==> config.mk <==
export PLATFORM = sky130hd
export DESIGN_NAME = freq_pulse_gen
export DESIGN_NICKNAME = d
export VERILOG_FILES = /design/src/rtl/freq_pulse_gen.sv
export SDC_FILE = /design/constraint.sdc
export NUM_CORES = 1
export LEC_CHECK = 0
export BUFFER_PORTS_ARGS = -buffer_cell sky130_fd_sc_hd__buf_2
export CORE_MARGIN = 5
export CORE_UTILIZATION = 55
export CTS_BUF_LIST = sky130_fd_sc_hd__clkbuf_4
export DETAILED_ROUTE_END_ITERATION = 12
export GPL_ROUTABILITY_DRIVEN = 0
export PLACE_DENSITY_LB_ADDON = 0.12
export SLEW_MARGIN = 20
export SYNTH_ARGS = -nofsm -noshare
export SYNTH_HDL_FRONTEND = slang
export SYNTH_SLANG_ARGS = --single-unit
==> constraint.sdc <==
create_clock -name clk -period 12.9 [get_ports clk]
set_input_delay 1.935 -clock clk [delete_from_list [all_inputs] [get_ports clk]]
set_output_delay 1.935 -clock clk [all_outputs]
set_load 0.01 [all_outputs]
==> src/rtl/freq_pulse_gen.sv <==
// freq_pulse_gen
// Produces exactly freq_hz ticks per second from clk using a Bresenham-style
// accumulator, plus a square wave that toggles on every tick. The tick stream
// is re-phased on every 1-second pulse (sec_i), and the number of ticks
// emitted in each closed 1-second window is reported as a self-check.
//
// Frequency handshake (valid/ready): a frequency word on freq_hz_i transfers
// on any rising clk edge where freq_vld_i and freq_rdy_o are both high and
// rst is low. freq_rdy_o drops only while the block waits in ARM for the
// next sec_i, so a new request is held off until the current one is aligned.
//
// Debug: dbg_state exposes the FSM state register (0=IDLE, 1=ARM, 2=RUN).
module freq_pulse_gen #(
    parameter int SYS_PRD_NS = 10,
    parameter int C_F_SYS    = 1000000000 / SYS_PRD_NS,
    parameter int C_CNT_BW   = 32
) (
    input  logic                clk,
    input  logic                rst,
    input  logic                sec_i,
    input  logic [C_CNT_BW-1:0] freq_hz_i,
    input  logic                freq_vld_i,
    output logic                freq_rdy_o,
    output logic                tick_o,
    output logic                sq_o,
    output logic [C_CNT_BW-1:0] tick_cnt_o,
    output logic                tick_cnt_vld_o,
    output logic                ovr_o,
    output logic                phase_err_o,
    output logic                sec_lost_o,
    output logic [1:0]          dbg_state
);

    // Accumulator holds a value below C_F_SYS; one extra bit lets acc + freq
    // (at most 1.5 * C_F_SYS) be formed without any wrap handling.
    // The accumulator is assumed no wider than the frequency field.
    localparam int ACC_W = $clog2(C_F_SYS) + 1;
    // Timeout counter spans 0 .. 2*C_F_SYS-1.
    localparam int TO_W  = $clog2(2 * C_F_SYS);

    localparam logic [C_CNT_BW-1:0] FREQ_MAX   = C_CNT_BW'(C_F_SYS / 2);
    localparam logic [ACC_W-1:0]    FREQ_MAX_A = ACC_W'(C_F_SYS / 2);
    localparam logic [ACC_W-1:0]    F_SYS_A    = ACC_W'(C_F_SYS);
    localparam logic [TO_W-1:0]     TO_LAST    = TO_W'(2 * C_F_SYS - 1);
    localparam logic [C_CNT_BW-1:0] CNT_MAX    = '1;

    typedef enum logic [1:0] {
        ST_IDLE = 2'd0,
        ST_ARM  = 2'd1,
        ST_RUN  = 2'd2
    } state_t;

    state_t state_q, state_d;

    logic [ACC_W-1:0]    acc_q, acc_d;
    logic [ACC_W-1:0]    freq_q, freq_d;
    logic [C_CNT_BW-1:0] cnt_q, cnt_d;
    logic [TO_W-1:0]     to_q, to_d;
    logic                tick_q, tick_d;
    logic                sq_q, sq_d;
    logic [C_CNT_BW-1:0] tick_cnt_q, tick_cnt_d;
    logic                tick_cnt_vld_q, tick_cnt_vld_d;
    logic                ovr_q, ovr_d;
    logic                phase_err_q, phase_err_d;
    logic                sec_lost_q, sec_lost_d;

    logic                rdy;
    logic                load;
    logic                load_over;
    logic                load_zero;
    logic [ACC_W-1:0]    load_freq;
    logic [ACC_W-1:0]    sum_run;
    logic                wrap;
    logic [ACC_W-1:0]    acc_wrapped;
    logic                to_hit;
    logic [TO_W-1:0]     to_next;
    logic [C_CNT_BW-1:0] cnt_next;

    // Request decode: handshake, clamping to Nyquist and the zero (stop) case.
    always_comb begin
        rdy       = (state_q != ST_ARM);
        load      = freq_vld_i & rdy;
        load_over = (freq_hz_i > FREQ_MAX);
        load_zero = (freq_hz_i == '0);
        load_freq = load_over ? FREQ_MAX_A : freq_hz_i[ACC_W-1:0];
    end

    // Accumulator step, timeout and tick-counter increments shared by ARM/RUN.
    always_comb begin
        sum_run     = acc_q + freq_q;
        wrap        = (sum_run >= F_SYS_A);
        acc_wrapped = sum_run - F_SYS_A;
        to_hit      = (to_q == TO_LAST);
        to_next     = to_hit ? to_q : to_q + TO_W'(1);
        cnt_next    = (cnt_q == CNT_MAX) ? cnt_q : cnt_q + C_CNT_BW'(1);
    end

    // FSM next state: a load always wins; ARM leaves on sec_i or on timeout.
    always_comb begin
        state_d = state_q;
        if (load) begin
            state_d = load_zero ? ST_IDLE : ST_ARM;
        end else begin
            case (state_q)
                ST_ARM: begin
                    if (sec_i || to_hit) begin
                        state_d = ST_RUN;
                    end
                end
                default: begin
                    state_d = state_q;
                end
            endcase
        end
    end

    // FSM state register.
    always_ff @(posedge clk) begin
        if (rst) begin
            state_q <= ST_IDLE;
        end else begin
            state_q <= state_d;
        end
    end

    // Datapath next values: load, alignment, accumulation and window reports.
    always_comb begin
        acc_d          = acc_q;
        freq_d         = freq_q;
        cnt_d          = cnt_q;
        to_d           = to_q;
        tick_d         = 1'b0;
        sq_d           = sq_q;
        tick_cnt_d     = tick_cnt_q;
        tick_cnt_vld_d = 1'b0;
        ovr_d          = ovr_q;
        phase_err_d    = 1'b0;
        sec_lost_d     = sec_lost_q;

        if (load) begin
            // New request restarts everything; a pending window is dropped.
            freq_d = load_freq;
            ovr_d  = load_over;
            acc_d  = '0;
            sq_d   = 1'b0;
            cnt_d  = '0;
            to_d   = '0;
        end else begin
            case (state_q)
                ST_ARM: begin
                    if (sec_i) begin
                        // First second edge: start one accumulation step in.
                        acc_d = freq_q;
                        cnt_d = '0;
                        to_d  = '0;
                    end else if (to_hit) begin
                        // No second pulse arrived: free-run from phase zero.
                        cnt_d      = '0;
                        sec_lost_d = 1'b1;
                    end else begin
                        to_d = to_q + TO_W'(1);
                    end
                end
                ST_RUN: begin
                    if (sec_i) begin
                        // Re-phase: accumulator restarts from zero, so this
                        // edge adds freq only and can never produce a tick.
                        acc_d          = freq_q;
                        phase_err_d    = (acc_q != '0);
                        tick_cnt_d     = cnt_q;
                        tick_cnt_vld_d = 1'b1;
                        cnt_d          = '0;
                        to_d           = '0;
                        sec_lost_d     = 1'b0;
                    end else begin
                        if (wrap) begin
                            acc_d  = acc_wrapped;
                            tick_d = 1'b1;
                            sq_d   = ~sq_q;
                            cnt_d  = cnt_next;
                        end else begin
                            acc_d = sum_run;
                        end
                        to_d = to_next;
                        if (to_hit) begin
                            sec_lost_d = 1'b1;
                        end
                    end
                end
                default: begin
                    acc_d = acc_q;
                end
            endcase
        end
    end

    // Datapath and output registers.
    always_ff @(posedge clk) begin
        if (rst) begin
            acc_q          <= '0;
            freq_q         <= '0;
            cnt_q          <= '0;
            to_q           <= '0;
            tick_q         <= 1'b0;
            sq_q           <= 1'b0;
            tick_cnt_q     <= '0;
            tick_cnt_vld_q <= 1'b0;
            ovr_q          <= 1'b0;
            phase_err_q    <= 1'b0;
            sec_lost_q     <= 1'b0;
        end else begin
            acc_q          <= acc_d;
            freq_q         <= freq_d;
            cnt_q          <= cnt_d;
            to_q           <= to_d;
            tick_q         <= tick_d;
            sq_q           <= sq_d;
            tick_cnt_q     <= tick_cnt_d;
            tick_cnt_vld_q <= tick_cnt_vld_d;
            ovr_q          <= ovr_d;
            phase_err_q    <= phase_err_d;
            sec_lost_q     <= sec_lost_d;
        end
    end

    // Output mapping.
    always_comb begin
        freq_rdy_o     = rdy;
        tick_o         = tick_q;
        sq_o           = sq_q;
        tick_cnt_o     = tick_cnt_q;
        tick_cnt_vld_o = tick_cnt_vld_q;
        ovr_o          = ovr_q;
        phase_err_o    = phase_err_q;
        sec_lost_o     = sec_lost_q;
        dbg_state      = state_q;
    end

endmodule

==> flow_summary.toml, run 1 <==
[pwr]
p_sw_uw = 315
p_int_uw = 671
power_frac_clock_pct = 31.9
comb_power_share_pct = 17.0
p_per_area_mw_per_mm2 = 102
p_sw_share_pct = 31.9
power_uw = 985
power_leakage_nw = 3.86
seqPwrFrac_pct = 51.2
ir_drop_uv = 77.8

[hold_path]
hold_path_end = "tick_cnt_o[12]$_SDFFE_PP0P_"
min_from = "tick_cnt_o[12]$_SDFFE_PP0P_"
whs_path_depth = 2
hold_path.class = "flop to flop"

[global_routing]
overflow = 0
gr-usage-met3_pct = 5.51
grt_antenna_before_repair = 0
grt-busiest-layer = "met2"
grt_use_met1_pct = 36.1
grt_usage_pct = 25.9
met2_usage_pct = 40.4
grt_pass1_wl_microns = 39000
grt_max_degree = 53
grt_pass1_vias = 7685

[sta]
setup_violations = 0
fin_tns_setup_ns = 0
finalCritPeriodShare_pct = 38.5
drv_slew = 0
grt_setup_unrepaired = "false"
period_minus_slack_ns = 4.97
fin_ws_ns = 7.93
fin_skew_ns = 0.0303
hold_viol = 0
fin_hold_ws_ns = 0.461
slew_headroom_pct = 31.6
tightest_slew_ns = 1.02
clock.fmax_mhz = 201

[clock_tree]
cts.sinks = 156
clock_path_buffers = 2
cts_resized = 0
cts_tree = "done"
post-cts-setup-buffers = 0
clkTransAtPathRegs_ns = 0.15
worstSkewPairLatency_ns = 0.57
numCtsBuffers = 17
hold_buffers = 0
root_buffer = "clkbuf_4"
h-tree-depth = 4

[setup_path]
ff2ff_path_depth = 18
reg2reg_slack_ns = 7.93
crit_slowest_cell = "or4_1"
worstPathRequired_ns = 13.41
r2r-end = "cnt_q[21]$_SDFFE_PP0P_"
cp_slowest_stage_delay_ns = 0.51
cp_cell_sequence = "ha_1, a211oi_2, o21ai_4, a31oi_1, o21ai_0, xnor2_1, ha_1, nand2_1, nor3_1, o211ai_1, or4_1, and4_1, o31a_1, o21ai_2, buf_4, o21ai_2, or4_1, a21oi_1"
startpoint_type = "flop"
endpoint_kind = "flop"
worstPathMaxFanout = 31
worst_r2r_startpoint = "acc_q[1]$_SDFFE_PP0P_"
critPathKind = "flop to flop"
worstPathArrival_ns = 5.47

[finish]
drive_gt1_share_pct = 12.4
multi_input_area_sq_mm = 0.00535
antenna_cells = 0
area_delta_synth_final_pct = 9.39
finish.utilization_pct = 61.0
nets = 1223
final_area_sq_mm = 0.00962
fin_cells = 1382
register_area_sq_mm = 0.00312
n_fill_cell = 1516

[logic_synthesis]
ys_seq_elements = 156
avgSynthCellArea_sq_um = 7.99
synth_ff_type = "dfxtp_1"
syn_area_sq_mm = 0.00879
postSynthCellCount = 1100
synth_edf_count = 0
synthArstFlopShare_pct = 0
yosysSeqAreaShare_pct = 35.5
synthesis.nets = 1170
synth_top_area_cell = "dfxtp_1"
ys_types = 78
synth_warnings = 0
synth_top_area_share_pct = 35.5
synth_area_leaders = "dfxtp_1, nand2_1, a21oi_1, ha_1, nor2_1"

[placed_design]
hpwl_microns = 17500
placed_area_sq_mm = 0.00931
placedCellCount = 1350
port_buffers = 76
preCtsSetupSlack_ns = 8.01

[floorplanning]
core_sq_mm = 0.0158
die_h_microns = 136
die_width_microns = 136
start_util_pct = 55.8
io_pins = 77
die_area_sq_mm = 0.0186
fp-row-count = 46

[route]
drtAntennaViolNets = 0
via_count = 8375
via_per_inst = 6.06
drt_iter0_drc = 589
first_pass_iters = 6
wl_per_cell_microns = 17.2
drc_errors = 0
wl_microns = 23700

[flow_run]
cap_viol_max_count = 0

[outcome]
outcome = "complete, no violations"
cells in the mapped netlist, drive strengths merged (6+ instances only):
master  number
dfxtp      156
nand2      143
a21oi      106
nor2       102
nand3       43
clkbuf      42
and3        40
o21ai       40
xor2        35
ha          33
inv         33
xnor2       32
nor3        23
nor4        20
a211oi      18
a31oi       16
nand4       16
o211ai      14
a22o        13
and2        13
or3         13
a21o        12
buf          9
nor2b        9
o22ai        9
or4          9
mux2i        7
and4         6
o21a         6
o31ai        6
worst max-delay path by stage:
stage	depth (start not counted)	start	end
after floorplan	9	freq_hz_i[8]	freq_q[10]$_SDFFE_PP0P_
after global placement	18	acc_q[1]$_SDFFE_PP0P_	cnt_q[21]$_SDFFE_PP0P_
after detailed placement	18	acc_q[1]$_SDFFE_PP0P_	cnt_q[21]$_SDFFE_PP0P_
after CTS	18	acc_q[1]$_SDFFE_PP0P_	cnt_q[21]$_SDFFE_PP0P_
after global routing	18	acc_q[1]$_SDFFE_PP0P_	cnt_q[21]$_SDFFE_PP0P_
final	18	acc_q[1]$_SDFFE_PP0P_	cnt_q[21]$_SDFFE_PP0P_
routing by layer:
metal	vias up	part of all wire, %
met5	-	0
met4	0	1.8
met3	45	7.2
met2	291	45
met1	3942	46
li1	4097	-
layout make-up:
cell class                      instances  area share, %
Sequential cell                       156           32.5
Clock inverter                         15           1.82
Inverter                               33           1.29
Multi-Input combinational cell        860           55.6
Tap cell                              216           2.81
Timing Repair Buffer                   85           4.66
Clock buffer                           17           1.33
state kept, by name, indices dropped and copies added, names as in the netlist:
name	flops
acc_q	28
to_q	28
dbg_state	2
ovr_o	1
sq_o	1
cnt_q	32
tick_cnt_o	32
sec_lost_o	1
freq_q	28
tick_cnt_vld_o	1
phase_err_o	1
tick_o	1
kinds of logic after synthesis:
| group | count (synthesis) | synth area share, % |
|---|---|---|
| AO/OA/AOI/OAI | 288 | 21.7 |
| XOR/XNOR | 67 | 6.67 |
| adder cells (fa/ha/maj) | 34 | 4.92 |
| buffers and inverters | 84 | 3.77 |
| flip-flops | 156 | 35.5 |
| multiplexers | 8 | 0.925 |
| AND/OR/NAND/NOR | 463 | 26.5 |
worst max-delay path, delay by kind of cell, from the launching register on:
family / cells / cell delay [ns]
flip-flops: 1 / 0.36
AO/OA/AOI/OAI: 9 / 1.73
adder cells (fa/ha/maj): 2 / 0.59
AND/OR/NAND/NOR: 5 / 1.38
XOR/XNOR: 1 / 0.49
buffers and inverters: 1 / 0.34
power groups by stage:
stage	logic (mW)	registers, mW	clock network (mW)
2_1_floorplan	0.120	0.510	0
3_3_place_gp	0.162	0.514	0
3_5_place_dp	0.163	0.514	0
4_1_cts	0.164	0.504	0.321
5_1_grt	0.184	0.506	0.343
6_report	0.167	0.504	0.314
cells in the final DEF, fill, tap and decap left out, types with 14 or more instances in the layout:
| master | n |
|---|---|
| ha_1 | 33 |
| nand4_1 | 16 |
| clkbuf_4 | 17 |
| buf_2 | 76 |
| a21oi_1 | 105 |
| xnor2_1 | 32 |
| nor2_1 | 100 |
| o211ai_1 | 14 |
| nor3_1 | 22 |
| nand3_1 | 43 |
| nand2_1 | 142 |
| nor4_1 | 16 |
| and3_1 | 39 |
| a211oi_1 | 17 |
| dfxtp_1 | 156 |
| inv_1 | 33 |
| xor2_1 | 35 |
| o21ai_0 | 34 |
| a31oi_1 | 16 |
Power figures use the tool's default switching activity.
==> inputs of run 2 (changes only) <==
==> constraint.sdc (replaced) <==
create_clock -name clk -period 4.1 [get_ports clk]
set_input_delay 0.615 -clock clk [delete_from_list [all_inputs] [get_ports clk]]
set_output_delay 0.615 -clock clk [all_outputs]
set_load 0.01 [all_outputs]
==> flow_summary.toml, run 2 (synthesis gave the netlist of run 1 again) <==
[outcome]
outcome = "finished with violations"
violations = "setup timing"

[sta]
setup_violations = 2
fin_skew_ns = 0.0193
fin_ws_ns = -0.0373
clock.fmax_mhz = 242
tightest_slew_ns = 0.972
hold_viol = 0
grt_setup_unrepaired = "true"
slew_headroom_pct = 34.5
drv_slew = 0
fin_hold_ws_ns = 0.274
fin_tns_setup_ns = -0.0702
finalCritPeriodShare_pct = 101
period_minus_slack_ns = 4.14

[route]
top_layer = "met4"
wl_microns = 24800
drc_errors = 0
drt_iter0_drc = 606
wl_per_cell_microns = 17.2
via_count = 8600
routed-wl-met3_microns = 1830
drtAntennaViolNets = 0
first_pass_iters = 8
routed-wl-met2_microns = 11500
met1_length_microns = 11100
via_per_inst = 5.98

[finish]
multi_input_area_sq_mm = 0.00549
final_common_cell = "dfxtp_1"
antenna_cells = 0
register_area_sq_mm = 0.00313
nets = 1279
drive_gt1_share_pct = 17.8
finish.utilization_pct = 64.4
n_fill_cell = 1439
area_delta_synth_final_pct = 15.6
layout_common_cells = "dfxtp_1, nand2_1, a21oi_1"

[global_routing]
grt_usage_pct = 27.1
overflow = 0
grt_max_degree = 34
grt_antenna_before_repair = 0
grt_pass1_wl_microns = 40600
grt_pass1_vias = 8139

[floorplanning]
start_util_pct = 55.8
fp-row-count = 46
core_sq_mm = 0.0158
die_h_microns = 136
die_width_microns = 136
io_pins = 77
die_area_sq_mm = 0.0186

[clock_tree]
clkTransAtPathRegs_ns = 0.14
worstSkewPairLatency_ns = 0.56
clock_path_buffers = 2
root_buffer = "clkbuf_4"
numCtsBuffers = 17
cts.sinks = 156
h-tree-depth = 4
cts_tree = "done"

[setup_path]
cp_slowest_stage_delay_ns = 0.54
endpoint_kind = "flop"
worstPathRequired_ns = 4.60
critical_path_buf_inv_count = 2
startpoint_type = "flop"
cp_cell_sequence = "ha_4, inv_2, fa_2, nor2b_2, o31ai_2, a21oi_1, xnor2_1, inv_1, ha_2, nand2_2, nor3_2, o211ai_1, or4_1, and4_1, o31a_1, o21ai_4, o21ai_4, or4_1, a21oi_1"
critPathKind = "flop to flop"
crit_slowest_cell = "or4_1"
worstPathArrival_ns = 4.64
worstPathMaxFanout = 7
critPathTopFamily = "simple AND/OR/NAND/NOR gates"

[pwr]
p_per_area_mw_per_mm2 = 306
power_leakage_nw = 4.13
ir_drop_uv = 286
p_sw_share_pct = 31.4
p_int_mw = 2.13
seqPwrFrac_pct = 51.0
power_frac_clock_pct = 29.8
power_mw = 3.11
comb_power_share_pct = 19.2
p_sw_uw = 976

[hold_path]
hold_path.class = "primary input to flop"

[placed_design]
port_buffers = 76
hpwl_microns = 18200

[flow_run]
cap_viol_max_count = 0
==> run 2: cell count changes in the layout (fill, tap and decap cells not counted), moves of 3 or more <==
cell      previous run  this run
dfxtp_2              0         4
clkinv_1             0         5
buf_4                9        63
ha_1                33        28
dfxtp_1            156       152
ha_4                 0         3
==> run 2: path summary, 6_finish.rpt <==
path | start | end | depth (start not counted) | slack, ns
setup / recovery | freq_q[0]$_SDFFE_PP0P_ | cnt_q[21]$_SDFFE_PP0P_ | 19 | -0.04
hold reg to reg | tick_cnt_o[16]$_SDFFE_PP0P_ | tick_cnt_o[16]$_SDFFE_PP0P_ | 2 | 0.46
setup reg to reg | freq_q[0]$_SDFFE_PP0P_ | cnt_q[21]$_SDFFE_PP0P_ | 19 | -0.04
hold / removal | freq_hz_i[1] | freq_q[1]$_SDFFE_PP0P_ | 3 | 0.27
==> run 2: metal layers <==
metal / vias up / GRT usage (%)
met2: 293 / 43.7
met1: 4059 / 36.9
met3: 41 / 6.14
li1: 4207 / -
met4: 0 / 6.33
met5: - / 0
==> run 2: metrics by stage <==
step	instance area (sq um)	setup slack, ns	std cells
2_1_floorplan	8790	0.0454	1100
3_3_place_gp	9660	0.0446	1397
3_5_place_dp	9660	-0.0619	1397
4_1_cts	9970	-0.00505	1431
5_1_grt	10200	-0.237	1438
6_report	10200	-0.0373	1438
==> run 2: layout make-up <==
cell class,count,area share [%]
Multi-Input combinational cell,860,54.0
Clock buffer,17,1.26
Inverter,33,1.22
Clock inverter,15,1.42
Timing Repair Buffer,141,8.66
Tap cell,216,2.66
Sequential cell,156,30.8
==> run 2: power by group through the flow <==
stage          combinational (mW)  clock [mW]  sequential, mW
4_1_cts                     0.566       0.942            1.58
2_1_floorplan               0.378           0            1.60
5_1_grt                     0.655        1.01            1.59
6_report                    0.596       0.926            1.59
3_5_place_dp                0.560           0            1.62
3_3_place_gp                0.556           0            1.62
==> run 2: worst reg2reg max path, delay by kind of cell, from the launching register on <==
| kind | cells | cell delay [ns] |
|---|---|---|
| compound gates | 7 | 1.24 |
| simple gates | 6 | 1.57 |
| buf+inv | 2 | 0.11 |
| xor+xnor | 1 | 0.11 |
| fa+ha+maj | 3 | 0.71 |
| flops | 1 | 0.38 |
==> run 2: timing repair <==
action,CTS,global route
gates resized for setup,5,29
endpoints found under the setup margin,16,51
buffers inserted,2,7
pin swaps,3,21
hold buffers,0,0
